===== config.mk =====
export PLATFORM = sky130hd
export DESIGN_NAME = adc_capture_sequencer
export DESIGN_NICKNAME = d
export VERILOG_FILES = /design/src/rtl/adc_capture_pkg.sv /design/src/rtl/adc_capture_sequencer_rr_arbiter_n.sv /design/src/rtl/adc_capture_sequencer.sv
export SDC_FILE = /design/constraint.sdc
export NUM_CORES = 1
export LEC_CHECK = 0
export ABC_AREA = 1
export CAP_MARGIN = 20
export CELL_PAD_IN_SITES_DETAIL_PLACEMENT = 1
export CELL_PAD_IN_SITES_GLOBAL_PLACEMENT = 1
export CORE_ASPECT_RATIO = 0.5
export CORE_MARGIN = 2
export CORE_UTILIZATION = 40
export DETAILED_ROUTE_END_ITERATION = 7
export PLACE_DENSITY_LB_ADDON = 0.08
export SETUP_SLACK_MARGIN = 0.2
export SKIP_CTS_REPAIR_TIMING = 1
export SYNTH_ARGS = -nofsm -noshare
export SYNTH_HDL_FRONTEND = slang
export SYNTH_SLANG_ARGS = --single-unit

===== constraint.sdc =====
create_clock -name wb_clk_i -period 11.85 [get_ports wb_clk_i]
set_input_delay 2.9625 -clock wb_clk_i [delete_from_list [all_inputs] [get_ports wb_clk_i]]
set_output_delay 2.9625 -clock wb_clk_i [all_outputs]
set_load 0.03 [all_outputs]

===== src/rtl/adc_capture_pkg.sv =====
// Shared state encoding, default sizes and frame-length helper for the ADC
// capture sequencer.
package adc_capture_pkg;
    localparam int NCH_DEF = 3;
    localparam int DW_DEF  = 32;
    localparam int AW_DEF  = 9;

    typedef enum logic [1:0] {
        IDLE      = 2'd0,
        RUN       = 2'd1,
        WAIT_BANK = 2'd2
    } state_t;

    // A programmed length of zero selects a full bank.
    function automatic int eff_len(input int len, input int aw);
        return (len == 0) ? (1 << aw) : len;
    endfunction
endpackage


===== src/rtl/adc_capture_sequencer_rr_arbiter_n.sv =====
// Round-robin arbiter: one-hot grant searching from the slot after the last
// winner; the pointer only moves when the grant is consumed.
module rr_arbiter_n #(
    parameter int N = 3
) (
    input  logic         clk,
    input  logic         rst,
    input  logic [N-1:0] req,
    input  logic         advance,
    output logic [N-1:0] gnt
);
    localparam int PW = (N > 1) ? $clog2(N) : 1;

    logic [PW-1:0] ptr;
    logic [PW-1:0] idx;

    always_comb begin
        gnt = '0;
        idx = '0;
        for (int i = 0; i < N; i++) begin
            idx = PW'((int'(ptr) + i) % N);
            if (gnt == '0 && req[idx]) gnt[idx] = 1'b1;
        end
    end

    always_ff @(posedge clk or posedge rst) begin
        if (rst) begin
            ptr <= '0;
        end else if (advance) begin
            for (int i = 0; i < N; i++)
                if (gnt[i]) ptr <= PW'((i + 1) % N);
        end
    end
endmodule


===== src/rtl/adc_capture_sequencer.sv =====
// Captures sinc3 channel words into per-channel holding regs and streams them
// round-robin into two ping-pong SRAM banks through a single write port.
module adc_capture_sequencer
    import adc_capture_pkg::*;
#(
    parameter int NCH = NCH_DEF,
    parameter int DW  = DW_DEF,
    parameter int AW  = AW_DEF
) (
    input  logic              wb_clk_i,
    input  logic              wb_rst_i,
    input  logic              start_i,
    input  logic              stop_i,
    input  logic [NCH-1:0]    ch_en_i,
    input  logic [AW-1:0]     frame_len_i,
    input  logic [NCH-1:0]    adc_dvalid_i,
    input  logic [NCH*DW-1:0] adc_dat_i,
    input  logic [1:0]        bank_ack_i,
    output logic [1:0]        mem_wenb_o,
    output logic [AW-1:0]     mem_waddr_o,
    output logic [DW-1:0]     mem_data_o,
    output logic [3:0]        wmask_o,
    output logic [1:0]        bank_full_o,
    output logic [AW:0]       fill_cnt_o,
    output logic              active_bank_o,
    output logic              overflow_o,
    output logic              busy_o,
    output logic              irq_o
);
    state_t                   state;
    logic [NCH-1:0]           pend_vld;
    logic [NCH-1:0][DW-1:0]   pend_dat;
    logic [NCH-1:0]           req;
    logic [NCH-1:0]           gnt;
    logic [DW-1:0]            gnt_word;
    logic [1:0]               full_acked;
    logic [AW:0]              len_q;
    logic                     grant_en;

    assign wmask_o    = 4'hF;
    assign grant_en   = (state == RUN) && !stop_i;
    assign req        = grant_en ? pend_vld : '0;
    // Software acks take effect in the same cycle they are seen.
    assign full_acked = bank_full_o & ~bank_ack_i;

    rr_arbiter_n #(.N(NCH)) u_arb (
        .clk     (wb_clk_i),
        .rst     (wb_rst_i),
        .req     (req),
        .advance (grant_en),
        .gnt     (gnt)
    );

    always_comb begin
        gnt_word = '0;
        for (int c = 0; c < NCH; c++)
            if (gnt[c]) gnt_word = pend_dat[c];
    end

    always_ff @(posedge wb_clk_i or posedge wb_rst_i) begin
        if (wb_rst_i) begin
            state         <= IDLE;
            busy_o        <= 1'b0;
            pend_vld      <= '0;
            pend_dat      <= '0;
            mem_wenb_o    <= 2'b11;
            mem_waddr_o   <= '0;
            mem_data_o    <= '0;
            bank_full_o   <= '0;
            fill_cnt_o    <= '0;
            active_bank_o <= 1'b0;
            overflow_o    <= 1'b0;
            irq_o         <= 1'b0;
            len_q         <= (AW+1)'(eff_len(0, AW));
        end else begin
            irq_o       <= 1'b0;
            mem_wenb_o  <= 2'b11;
            bank_full_o <= full_acked;
            case (state)
                IDLE: begin
                    if (start_i && !stop_i) begin
                        state         <= RUN;
                        busy_o        <= 1'b1;
                        bank_full_o   <= '0;
                        overflow_o    <= 1'b0;
                        fill_cnt_o    <= '0;
                        active_bank_o <= 1'b0;
                        pend_vld      <= '0;
                        len_q         <= (AW+1)'(eff_len(int'(frame_len_i), AW));
                    end
                end
                default: begin
                    if (stop_i) begin
                        state    <= IDLE;
                        busy_o   <= 1'b0;
                        pend_vld <= '0;
                    end else begin
                        if (state == WAIT_BANK && bank_ack_i[~active_bank_o]) begin
                            state         <= RUN;
                            active_bank_o <= ~active_bank_o;
                        end
                        if (|gnt) begin
                            mem_wenb_o  <= active_bank_o ? 2'b01 : 2'b10;
                            mem_waddr_o <= fill_cnt_o[AW-1:0];
                            mem_data_o  <= gnt_word;
                            if (fill_cnt_o == len_q - (AW+1)'(1)) begin
                                bank_full_o <= full_acked | (active_bank_o ? 2'b10 : 2'b01);
                                irq_o       <= 1'b1;
                                fill_cnt_o  <= '0;
                                // Only stall when the other bank is still owned by software.
                                if (full_acked[~active_bank_o]) state <= WAIT_BANK;
                                else                             active_bank_o <= ~active_bank_o;
                            end else begin
                                fill_cnt_o <= fill_cnt_o + (AW+1)'(1);
                            end
                        end
                        for (int c = 0; c < NCH; c++) begin
                            if (adc_dvalid_i[c] && ch_en_i[c]) begin
                                if (pend_vld[c] && !gnt[c]) begin
                                    overflow_o <= 1'b1;
                                end else begin
                                    pend_vld[c] <= 1'b1;
                                    pend_dat[c] <= adc_dat_i[c*DW +: DW];
                                end
                            end else if (gnt[c]) begin
                                pend_vld[c] <= 1'b0;
                            end
                        end
                    end
                end
            endcase
        end
    end
endmodule


==> results of run 1 <==
power by group through the flow:
stage	clock network, uW	registers (uW)	logic (uW)
2_1_floorplan	0	966	790
3_3_place_gp	0	888	1180
3_5_place_dp	0	891	1230
4_1_cts	581	885	1240
5_1_grt	606	908	1380
6_report	575	886	1230
stage by stage:
step                total power, uW  instances  utilization, %  hold slack (ps)
global route                   2890       1420            53.8              509
CTS                            2710       1420            53.8              482
detailed placement             2130       1388            50.8              466
global placement               2070       1388            50.8              463
floorplan                      1760        990               -              453
finish                         2690       1420            53.8              476
final cells by class:
type / instances / area (um^2) / share of cell area, %
tap: 266 / 333 / 3.14
inverter: 147 / 557 / 5.25
sequential: 172 / 4310 / 40.6
clock buffer: 20 / 457 / 4.31
timing repair buffer: 178 / 1770 / 16.7
clock inverter: 12 / 136 / 1.29
multi-input combinational: 625 / 3030 / 28.6
state kept, by name, summed over array words and instances, names as in the netlist, 2 cells and up:
name	flops
mem_data_o	32
mem_wenb_o	2
bank_full_o	2
state	2
pend_dat	96
mem_waddr_o	9
u_arb.ptr	2
fill_cnt_o	10
len_q	10
pend_vld	3
worst max path at each step:
stage,startpoint,to,slack [ps],cells after the start
after floorplan,wb_rst_i,active_bank_o,4230,1
after global placement,stop_i,mem_data_o[29],5110,18
after detailed placement,stop_i,mem_data_o[13],4850,18
after CTS,stop_i,mem_data_o[15],5290,18
after global routing,stop_i,mem_data_o[13],4860,18
final,stop_i,mem_data_o[15],5260,18
worst max-delay path: cells and delay by family:
family | cells | cell delay (ps)
buf+inv | 3 | 1390
simple gates | 15 | 2540
synth_stat cells, drive strengths merged:
master / count
conb: 1
buf: 33
and3b: 1
nor2: 29
nor4b: 1
nor3: 9
ha: 6
xor2: 16
clkbuf: 13
nand2: 308
nor3b: 1
a22oi: 1
nand3b: 2
o211ai: 2
xnor2: 6
a21boi: 1
o21ai: 128
a21oi: 3
a31oi: 1
nand3: 58
nand4: 42
o22ai: 3
or2: 2
nor4: 1
dfstp: 3
inv: 147
dfrtp: 169
logic make-up (layout without fill, tap and decap cells):
logic type	Yosys count	after routing	synth area share, %
AND/OR/NAND/NOR	454	454	25.0
other	1	4	0.0461
XOR/XNOR	22	22	2.37
adder cells (fa/ha/maj)	6	6	0.924
buffers and inverters	193	357	9.81
flip-flops	172	172	53.0
AO/OA/AOI/OAI	139	139	8.82
layer usage:
layer	up-vias	track usage (%)
li1	3422	-
met1	3532	29.9
met2	134	42.3
met3	22	4.15
met5	-	0
met4	0	5.09
==> flow_metrics.env, run 1 <==
export IMPL_maxCapViolCount=0
export IMPL_area_delta_synth_final_pct=30.4
export IMPL_fmax_mhz=152
export IMPL_numCtsBuffers=17
export IMPL_io_pin_count=180
export IMPL_via_per_inst=5.01
export IMPL_clock_path_buffers=2
export IMPL_slowest_delay_ps=800
export IMPL_r2r_setup_slack_ps=7600
export IMPL_worst_setup_path_start_kind="input port"
export IMPL_synth_cell_type_count=41
export IMPL_fin_area_mm2=0.0106
export IMPL_n_fill_cell=2374
export IMPL_finalCriticalPeriod_ps=6590
export IMPL_dpl_cell_area_mm2=0.0100
export IMPL_highest_layer="met4"
export IMPL_gp_congestion=0.858
export IMPL_grt_antenna_before_repair=0
export IMPL_power_density_mw_per_mm2=254
export IMPL_ys_seq_elements=172
export IMPL_die_h_um=105
export IMPL_final_antenna_net_count=0
export IMPL_initialDrtViolationCount=320
export IMPL_critical_path_required_ps=12200
export IMPL_finalHoldViolations=0
export IMPL_synth_area_top_cells="dfrtp_1 52%, nand2_1 14%, inv_1 6.6%"
export IMPL_cpMostUsedCell="nand2_1"
export IMPL_p_clk_share_pct=21.3
export IMPL_pwr_share_seq_pct=32.9
export IMPL_cts_tree="yes"
export IMPL_end_kind="register"
export IMPL_synth_seq_area_share_pct=53.0
export IMPL_grt_pass1_vias=7862
export IMPL_rr_worst_depth=17
export IMPL_diodes=0
export IMPL_drtPass1Iterations=5
export IMPL_drive_gt1_share_pct=5.37
export IMPL_fin_ws_ps=5260
export IMPL_numPortBuffers=175
export IMPL_dr_total_vias=7110
export IMPL_hold_depth=2
export IMPL_slew_headroom_pct=35.5
export IMPL_wl_um=23800
export IMPL_rr_endpoint="mem_data_o[15]"
export IMPL_internal_power_uw=1470
export IMPL_clk_latency_ps=430
export IMPL_wl_met3_um=722
export IMPL_coreArea_mm2=0.0197
export IMPL_met2_length_um=12100
export IMPL_die_w_um=206
export IMPL_final_cell_mix="301 x nand2_1, 175 x clkdlybuf4s50_1, 169 x dfrtp_1"
export IMPL_grt_ovfl_total=0
export IMPL_layout_commonest_cell="nand2_1"
export IMPL_grt_pass1_wl_um=39800
export IMPL_finalNetCount=1264
export IMPL_cp_cell_sequence="clkdlybuf4s50_1, inv_2, nand3_2, nor2_4, nand2_1, nand2_1, nand2_1, nor2_1, nand3_1, nand3_1, nor2_2, nand2_1, nand2_4, nor2_8, nand2_8, inv_2, nand2_1, nand4_1"
export IMPL_reg2reg_from="u_arb.ptr[0]"
export IMPL_initial_utilization_pct=41.3
export IMPL_cts_sinks=172
export IMPL_detailed_place_hpwl_um=16600
export IMPL_netSwitchingFraction_pct=45.2
export IMPL_clock_skew_ps=9.28
export IMPL_post_route_period_util_pct=55.6
export IMPL_post_route_drc_count=0
export IMPL_combPwrFrac_pct=45.7
export IMPL_peakVddDrop_uv=212
export IMPL_clk_pin_slew_ps=70
export IMPL_drv_slew=0
export IMPL_p_leak_uw=0.00508
export IMPL_wl_met1_um=10800
export IMPL_placementRows=36
export IMPL_setup_tns_ps=0
export IMPL_crit_arrival_ps=6940
export IMPL_grt_max_degree=97
export IMPL_htreeDepth=4
export IMPL_pre_cts_slack_ps=4850
export IMPL_setup_viol=0
export IMPL_synth_area_per_cell_um2=8.23
export IMPL_switchingPower_uw=1220
export IMPL_worstPathMaxFanout=47
export IMPL_root_buffer="clkbuf_16"
export IMPL_fp_dieArea_mm2=0.0215
export IMPL_synth_area_leader_cell="dfrtp_1"
export IMPL_min_delay_worst_endpoint="mem_waddr_o[2]"
export IMPL_syn_inst=987
export IMPL_crit_type="in -> reg"
export IMPL_grt_use_total_pct=23.6
export IMPL_wire_per_inst_um=16.8
export IMPL_rsz0062_at_grt="false"
export IMPL_syn_cell_area_mm2=0.00813
export IMPL_yosysWarningCount=0
export IMPL_cp_slowest_cell="inv_2"
export IMPL_status="finished clean"
export IMPL_worst_pin_slew_ps=967
export IMPL_worstHoldStart="mem_waddr_o[2]"
export IMPL_synth_top_cell_area_share_pct=52.0
export IMPL_worst_hold_path_type="reg -> reg"
Note: power is estimated with default switching activity, not from simulation.
==> inputs of run 2 (changes only) <==
--- a/config.mk
+++ b/config.mk
@@ -11,7 +11,7 @@
 export CELL_PAD_IN_SITES_GLOBAL_PLACEMENT = 1
 export CORE_ASPECT_RATIO = 0.5
 export CORE_MARGIN = 2
-export CORE_UTILIZATION = 40
+export CORE_UTILIZATION = 37
 export DETAILED_ROUTE_END_ITERATION = 7
 export PLACE_DENSITY_LB_ADDON = 0.08
 export SETUP_SLACK_MARGIN = 0.2
==> constraint.sdc (replaced) <==
create_clock -name wb_clk_i -period 6.3 [get_ports wb_clk_i]
set_input_delay 1.575 -clock wb_clk_i [delete_from_list [all_inputs] [get_ports wb_clk_i]]
set_output_delay 1.575 -clock wb_clk_i [all_outputs]
set_load 0.03 [all_outputs]
==> run 2 against run 1 <==
Against the previous run: sequential share of layout area shrank 0.42 points; worst hold slack better by 5.7 ps; via count shrank 0.52%; sequential cell count unchanged; register-to-register slack got worse by 5500 ps; non-clock buffer count stayed put; utilization down 4.3 points; largest cell class unchanged.
==> flow_metrics.env, run 2 (synthesized netlist as in run 1, its figures left out) <==
export IMPL_wl_um=23400
export IMPL_grt_antenna_before_repair=0
export IMPL_grt_ovfl_total=0
export IMPL_end_kind="register"
export IMPL_internal_power_uw=2850
export IMPL_wire_per_inst_um=16.1
export IMPL_initialDrtViolationCount=319
export IMPL_status="finished clean"
export IMPL_clock_skew_ps=8.11
export IMPL_rsz0062_at_grt="false"
export IMPL_finalNonFillerCells=1454
export IMPL_clk_latency_ps=450
export IMPL_final_cell_mix="301 x nand2_1, 175 x clkdlybuf4s50_1, 169 x dfrtp_1"
export IMPL_clock_path_buffers=2
export IMPL_area_delta_synth_final_pct=31.8
export IMPL_n_fill_cell=2544
export IMPL_setup_tns_ps=0
export IMPL_initial_utilization_pct=37.6
export IMPL_clk_pin_slew_ps=70
export IMPL_die_w_um=214
export IMPL_p_leak_uw=0.00510
export IMPL_maxCapViolCount=0
export IMPL_crit_type="in -> reg"
export IMPL_post_route_period_util_pct=82.5
export IMPL_drv_slew=0
export IMPL_io_pin_count=180
export IMPL_cts_sinks=172
export IMPL_largest_reg_flops=96
export IMPL_worstPathMaxFanout=47
export IMPL_drive_gt1_share_pct=5.46
export IMPL_combPwrFrac_pct=44.7
export IMPL_grt_use_total_pct=21.2
export IMPL_crit_arrival_ps=5570
export IMPL_via_per_inst=4.86
export IMPL_max_flop_register="pend_dat"
export IMPL_pwr_share_seq_pct=32.4
export IMPL_critical_path_required_ps=6680
export IMPL_root_buffer="clkbuf_16"
export IMPL_gp_congestion=0.806
export IMPL_numCtsBuffers=17
export IMPL_dr_total_vias=7073
export IMPL_numPortBuffers=175
export IMPL_diodes=0
export IMPL_worst_pin_slew_ps=1030
export IMPL_grt_pass1_vias=7566
export IMPL_peakVddDrop_uv=329
export IMPL_worst_setup_path_start_kind="input port"
export IMPL_final_antenna_net_count=0
export IMPL_dp_cells=1422
export IMPL_worst_hold_path_type="reg -> reg"
export IMPL_finalHoldViolations=0
export IMPL_post_route_drc_count=0
export IMPL_grt_pass1_wl_um=38000
export IMPL_setup_viol=0
export IMPL_netSwitchingFraction_pct=44.4
export IMPL_placementRows=38
export IMPL_detailed_place_hpwl_um=16100
export IMPL_p_clk_share_pct=22.9
export IMPL_switchingPower_uw=2270
export IMPL_drtPass1Iterations=4
export IMPL_coreArea_mm2=0.0216
export IMPL_power_density_mw_per_mm2=478
export IMPL_largest_registers="pend_dat: 96 flops, mem_data_o: 32 flops"
export IMPL_die_h_um=109
export IMPL_cts_tree="yes"
export IMPL_htreeDepth=4
export IMPL_fmax_mhz=193
export IMPL_finalNetCount=1264
export IMPL_slew_headroom_pct=31.0
export IMPL_layout_commonest_cell="nand2_1"
export IMPL_finalCriticalPeriod_ps=5190
export IMPL_grt_max_degree=173
export IMPL_fp_dieArea_mm2=0.0232
[run 2: worst paths after layout]
check                               start             end  slack (ps)  cells past startpoint
min in group asynchronous        wb_rst_i        len_q[4]        1670                      3
max in group asynchronous        wb_rst_i  mem_data_o[18]        3800                      3
hold / removal             mem_waddr_o[2]  mem_waddr_o[2]         480                      2
setup / recovery                   stop_i  mem_data_o[25]        1110                     18
setup reg to reg             u_arb.ptr[0]  mem_data_o[25]        2080                     17
hold reg to reg            mem_waddr_o[2]  mem_waddr_o[2]         480                      2
[run 2: layout make-up]
class,instances,area [um^2],share of cell area (%)
clock buffer,18,439,4.10
clock inverter,14,210,1.96
inverter,147,556,5.19
multi-input combinational,625,3030,28.3
sequential,172,4310,40.2
tap,300,375,3.51
timing repair buffer,178,1790,16.7
[run 2: per-stage QoR]
stage               power, uW  cell area (um^2)  utilization, %  hold slack, ps  setup WS (ps)
finish                   5120             10700            49.5             482           1110
global route             5510             10700            49.5             512            685
CTS                      5200             10700            49.5             490           1060
detailed placement       4010             10100            46.5             474            646
global placement         3900             10100            46.5             466            912
floorplan                3300              8140               -             453           2530
[run 2: routing by layer]
metal,share of wire [%],track usage [%],vias up
met2,51,38.1,99
li1,-,-,3433
met3,3.5,4.23,21
met5,0,0,-
met4,1.3,6.75,0
met1,44,25.9,3520
[run 2: power by group through the flow]
stage | clock, uW | sequential, uW | combinational, uW
floorplan | 0 | 1820 | 1490
global placement | 0 | 1670 | 2230
detailed placement | 0 | 1680 | 2330
CTS | 1200 | 1660 | 2340
global route | 1250 | 1700 | 2560
finish | 1170 | 1660 | 2290
[run 2: worst max-delay path, stage by stage]
cell             delay (ps)
clkdlybuf4s50_1         460
inv_2                   150
nand3_2                 160
nor2_4                  150
nand2_1                  70
nand2_1                  60
nand2_1                  60
nor2_1                  130
nand3_1                 120
nand3_1                 110
nor2_2                   70
nand2_1                 100
nand2_4                 300
nor2_8                  600
nand2_8                 350
inv_2                   750
nand2_1                 140
nand4_1                 150
